File: src/rtl/lsu_pkg.sv
// Shared LSU definitions: FSM states, funct3 codes, size masks.
// Imported by the memory initiator and its load extend helper.
package lsu_pkg;

    typedef enum logic [2:0] {
        S_IDLE,
        S_BEAT0,
        S_WAIT0,
        S_BEAT1,
        S_WAIT1,
        S_RESP
    } lsu_state_e;

    localparam logic [2:0] F3_B  = 3'b000;
    localparam logic [2:0] F3_H  = 3'b001;
    localparam logic [2:0] F3_W  = 3'b010;
    localparam logic [2:0] F3_BU = 3'b100;
    localparam logic [2:0] F3_HU = 3'b101;

    localparam logic [3:0] MASK_B = 4'b0001;
    localparam logic [3:0] MASK_H = 4'b0011;
    localparam logic [3:0] MASK_W = 4'b1111;

    function automatic logic [3:0] size_mask(input logic [1:0] sz);
        logic [3:0] m;
        case (sz)
            2'b00:   m = MASK_B;
            2'b01:   m = MASK_H;
            2'b10:   m = MASK_W;
            default: m = 4'b0000;
        endcase
        return m;
    endfunction

    function automatic logic f3_legal(input logic we, input logic [2:0] f3);
        logic ok;
        if (we) begin
            ok = (f3 == F3_B) || (f3 == F3_H) || (f3 == F3_W);
        end else begin
            ok = (f3 == F3_B) || (f3 == F3_H) || (f3 == F3_W) ||
                 (f3 == F3_BU) || (f3 == F3_HU);
        end
        return ok;
    endfunction

endpackage

File: src/rtl/lsu_load_extend.sv
// Aligns two registered load beats to the byte offset and
// zero/sign-extends the selected byte, half or word.
module lsu_load_extend
    import lsu_pkg::*;
(
    input  logic [63:0] i_data,
    input  logic [1:0]  i_a,
    input  logic [2:0]  i_funct3,
    output logic [31:0] o_result
);

    logic [31:0] w_sh;

    assign w_sh = 32'(i_data >> {i_a, 3'b000});

    always_comb begin
        o_result = 32'd0;
        case (i_funct3)
            F3_B:    o_result = {{24{w_sh[7]}}, w_sh[7:0]};
            F3_H:    o_result = {{16{w_sh[15]}}, w_sh[15:0]};
            F3_W:    o_result = w_sh;
            F3_BU:   o_result = {24'd0, w_sh[7:0]};
            F3_HU:   o_result = {16'd0, w_sh[15:0]};
            default: o_result = 32'd0;
        endcase
    end

endmodule

File: src/rtl/lsu_mem_initiator.sv
// Load/store memory initiator: turns one pipeline request into one
// or two word-aligned memory beats and a single completion pulse.
module lsu_mem_initiator
    import lsu_pkg::*;
#(
    parameter bit SPLIT_EN = 1'b1
) (
    input  logic        clk,
    input  logic        reset,
    input  logic        req_valid,
    output logic        req_ready,
    input  logic        req_we,
    input  logic [2:0]  req_funct3,
    input  logic [31:0] req_addr,
    input  logic [31:0] req_wdata,
    output logic        rsp_valid,
    output logic [31:0] rsp_rdata,
    output logic        rsp_err,
    output logic        mem_valid,
    input  logic        mem_ready,
    output logic        mem_we,
    output logic [31:0] mem_addr,
    output logic [3:0]  mem_wstrb,
    output logic [31:0] mem_wdata,
    input  logic        mem_rvalid,
    input  logic [31:0] mem_rdata
);

    lsu_state_e  r_state;
    lsu_state_e  w_next;
    logic        r_we;
    logic [2:0]  r_f3;
    logic [1:0]  r_a;
    logic [29:0] r_base;
    logic [7:0]  r_lanes;
    logic        r_split;
    logic        r_err;
    logic [63:0] r_wdata;
    logic [63:0] r_rdata;

    logic [7:0]  w_lanes;
    logic        w_split;
    logic        w_bad;
    logic [63:0] w_wdata64;
    logic        w_accept;
    logic        w_hs;
    logic        w_beat1;
    logic [31:0] w_ext;

    // Lane mask spans two words when the access crosses a boundary
    assign w_lanes   = {4'b0000, size_mask(req_funct3[1:0])} << req_addr[1:0];
    assign w_split   = |w_lanes[7:4];
    assign w_bad     = !f3_legal(req_we, req_funct3) || (w_split && !SPLIT_EN);
    assign w_wdata64 = {32'd0, req_wdata} << {req_addr[1:0], 3'b000};
    assign w_accept  = req_valid && req_ready;
    assign w_hs      = mem_valid && mem_ready;

    always_ff @(posedge clk or posedge reset) begin
        if (reset) begin
            r_state <= S_IDLE;
            r_we    <= 1'b0;
            r_f3    <= 3'd0;
            r_a     <= 2'd0;
            r_base  <= 30'd0;
            r_lanes <= 8'd0;
            r_split <= 1'b0;
            r_err   <= 1'b0;
            r_wdata <= 64'd0;
            r_rdata <= 64'd0;
        end else begin
            r_state <= w_next;
            if (w_accept) begin
                r_we    <= req_we;
                r_f3    <= req_funct3;
                r_a     <= req_addr[1:0];
                r_base  <= req_addr[31:2];
                r_lanes <= w_lanes;
                r_split <= w_split;
                r_err   <= w_bad;
                r_wdata <= req_we ? w_wdata64 : 64'd0;
                r_rdata <= 64'd0;
            end
            if (r_state == S_WAIT0 && mem_rvalid) begin
                r_rdata[31:0] <= mem_rdata;
            end
            if (r_state == S_WAIT1 && mem_rvalid) begin
                r_rdata[63:32] <= mem_rdata;
            end
        end
    end

    always_comb begin
        w_next = r_state;
        unique case (r_state)
            S_IDLE: begin
                if (w_accept) w_next = w_bad ? S_RESP : S_BEAT0;
            end
            S_BEAT0: begin
                if (w_hs) begin
                    if (!r_we)        w_next = S_WAIT0;
                    else if (r_split) w_next = S_BEAT1;
                    else              w_next = S_RESP;
                end
            end
            S_WAIT0: begin
                if (mem_rvalid) w_next = r_split ? S_BEAT1 : S_RESP;
            end
            S_BEAT1: begin
                if (w_hs) w_next = r_we ? S_RESP : S_WAIT1;
            end
            S_WAIT1: begin
                if (mem_rvalid) w_next = S_RESP;
            end
            S_RESP:  w_next = S_IDLE;
            default: w_next = S_IDLE;
        endcase
    end

    lsu_load_extend u_ext (
        .i_data   (r_rdata),
        .i_a      (r_a),
        .i_funct3 (r_f3),
        .o_result (w_ext)
    );

    // Beat fields are pure functions of state and captured request,
    // so they stay stable for as long as a beat waits on mem_ready.
    assign w_beat1   = (r_state == S_BEAT1);
    assign mem_valid = (r_state == S_BEAT0) || w_beat1;
    assign mem_we    = mem_valid && r_we;
    assign mem_addr  = !mem_valid ? 32'd0 :
                       ({r_base, 2'b00} + (w_beat1 ? 32'd4 : 32'd0));
    assign mem_wstrb = !mem_valid ? 4'd0 :
                       (w_beat1 ? r_lanes[7:4] : r_lanes[3:0]);
    assign mem_wdata = !mem_valid ? 32'd0 :
                       (w_beat1 ? r_wdata[63:32] : r_wdata[31:0]);

    assign req_ready = (r_state == S_IDLE) && !reset;
    assign rsp_valid = (r_state == S_RESP);
    assign rsp_err   = rsp_valid && r_err;
    assign rsp_rdata = (rsp_valid && !r_we && !r_err) ? w_ext : 32'd0;

endmodule

File: config.mk
export PLATFORM = sky130hd
export DESIGN_NAME = lsu_mem_initiator
export DESIGN_NICKNAME = d
export VERILOG_FILES = /design/src/rtl/lsu_pkg.sv /design/src/rtl/lsu_load_extend.sv /design/src/rtl/lsu_mem_initiator.sv
export SDC_FILE = /design/constraint.sdc
export NUM_CORES = 1
export LEC_CHECK = 0
export BUFFER_PORTS_ARGS = -buffer_cell sky130_fd_sc_hd__buf_4
export CORE_ASPECT_RATIO = 1.5
export CORE_MARGIN = 2
export CORE_UTILIZATION = 45
export CTS_CLUSTER_DIAMETER = 50
export DETAILED_ROUTE_END_ITERATION = 10
export PLACE_DENSITY_LB_ADDON = 0.1
export SYNTH_ARGS = -nofsm -noshare
export SYNTH_HDL_FRONTEND = slang
export SYNTH_HIERARCHICAL = 1
export SYNTH_SLANG_ARGS = --single-unit
File: constraint.sdc
create_clock -name clk -period 9.65 [get_ports clk]
set_clock_uncertainty 0.15 [all_clocks]
set_input_delay 0 -clock clk [delete_from_list [all_inputs] [get_ports clk]]
set_output_delay 0 -clock clk [all_outputs]
set_load 0.03 [all_outputs]
==> metrics.txt <==
Final Core Density 61.1%; Worst EP arrival approximately 4.0 ns; Pwr per Cell Area 259 nW/um^2; vias per cell 5.48; sequential cell area 4010 sq um; # IOs 210; Clock Sinks 160; worst setup margin ~5.5 ns; CTS tree done; DRT iter0 DRCs ~590; Core Region 21000 sq um; CP Capture Type output pin; Initial Util 45.6%; post-route clock period utilization 43.1%; share of layout cells above drive strength 1 23.3%; Chip Height 183 um; n_diodes 0; routed via count 8873; H-tree levels 4; # setup viols final 0; Setup WS pre-CTS 5.96 ns; clk_lat worst skew 0.43 ns; Slew Limit Fails 0; final WL between 20 and 30 mm; GRT Overall Usage 25.8%; Design Power 3.32 mW; startpoint types flop; headroom to the max-slew limit 20.0%; initial antenna violation count 0; total grt overflow 0; gpl congestion roughly 0.87; total die area 22500 sq um; Syn Area/Cell 8.83 sq um; final setup TNS 0 ns; WL/cell about 18 um; Min-Delay Path Class in -> reg; RSZ-0062 raised after global routing false; area grow syn2layout 34.0%; die extent in x 123 um; Max IR drop VDD 0.137 mV; clk buf depth 2; post-DP HPWL 19.4 mm; Max Cap Viol 0; NumNets Final 1450; area occupied by multi-input gates 5090 sq um; critical path class reg -> out; Lkg Pwr 6.11 nW; IO Port Bufs 207; pin count of the biggest net entering global routing around 110; WP data required 9.50 ns; vias in the first global route ~8600; post-cts repair resize count 0; Post-route DRC 0; Max FO, Critical Path 38; commonest non-fill, non-tap cell in the layout nand2_1; CTS root buf clkbuf_16; total CTS buffers 17; Hold Vio Cnt, Final 0; Peak Freq 240 MHz; status finished, final reports clean; Row Count 65; Post-Syn Area 9560 sq um; filler instances 1913; Syn. warnings 6; fin crit period 4.16 ns; Worst-Margin Slew 1.20 ns; clock transition at the registers of the reported paths 0.07 ns; Detail Route Antenna Nets 0; Fin Hold WS 0.146 ns; first-pass GRT wire length between 40 and 50 mm; Pre-antenna DRT Iters 7; Cells after Synth 1083; most frequent cells in the layout nand2_1, buf_4, dfrtp_1, dlygate4sd3_1, nand3_1
[report_power, final]
part | internal [mW] | leakage [nW] | switching, mW
logic | 0.643 | 3.75 | 0.764
registers | 0.941 | 2.09 | 0.325
clock network | 0.357 | 0.263 | 0.292
[area by class of cell]
class / instances / share of cell area, %
tap: 268 / 2.62
timing repair buffer: 327 / 21.3
sequential: 160 / 31.3
clock inverter: 14 / 1.05
clock buffer: 17 / 3.32
inverter: 20 / 0.625
multi-input combinational: 812 / 39.8
[flip-flops by register name (all words and copies together) (netlist names)]
signal,flops
r_a,2
r_base,30
r_err,1
r_f3,3
r_lanes,7
r_rdata,56
r_split,1
r_state,3
r_wdata,56
r_we,1
[critical path, cell delays in order, from the launching register on]
cell	delay, ns
dfrtp_2	1.06
inv_1	0.44
nor2_1	0.20
ha_1	0.21
and3_1	0.29
nand3_1	0.36
or4_2	0.65
a21oi_1	0.17
buf_4	0.18
[per-layer routing]
layer  GRT usage, %  wire length (um)  share of wire (%)  vias to the layer above
met3           4.53              1460                5.1                       48
li1               -                 -                  -                     4261
met2           44.3             14700                 51                      283
met5              0                 0                  0                        -
met1           31.8             11500                 40                     4281
met4           10.2               973                3.4                        0
[worst paths after layout]
| path | depth (start not counted) | start | slack, ns | end |
|---|---|---|---|---|
| max in group asynchronous | 4 | reset | 7.65 | r_a[0]$_DFFE_PP0P_ |
| min in group asynchronous | 3 | reset | 0.17 | r_state[2]$_DFFE_PP0P_ |
| worst min register to register | 2 | r_wdata[8]$_DFFE_PP0P_ | 0.33 | r_wdata[8]$_DFFE_PP0P_ |
| worst min-delay path | 4 | mem_rdata[28] | 0.15 | r_rdata[28]$_DFFE_PP0P_ |
| worst max register to register | 4 | r_state[1]$_DFFE_PP0P_ | 6.26 | r_wdata[3]$_DFFE_PP0P_ |
| worst max-delay path | 8 | r_state[1]$_DFFE_PP0P_ | 5.49 | mem_addr[19] |
[what timing repair did]
item / CTS / global route
buffers inserted: 0 / 0
endpoints found under the hold margin: 248 / 0
endpoints found under the setup margin: 0 / 0
hold buffers: 112 / 0
[per-stage QoR]
| stage | std cells | area, sq um |
|---|---|---|
| final | 1618 | 12800 |
| after global placement | 1475 | 11100 |
| after detailed placement | 1475 | 11100 |
| after CTS | 1618 | 12800 |
| after floorplan | 1084 | 9560 |
| after global routing | 1618 | 12800 |
Power figures use the tool's default switching activity.
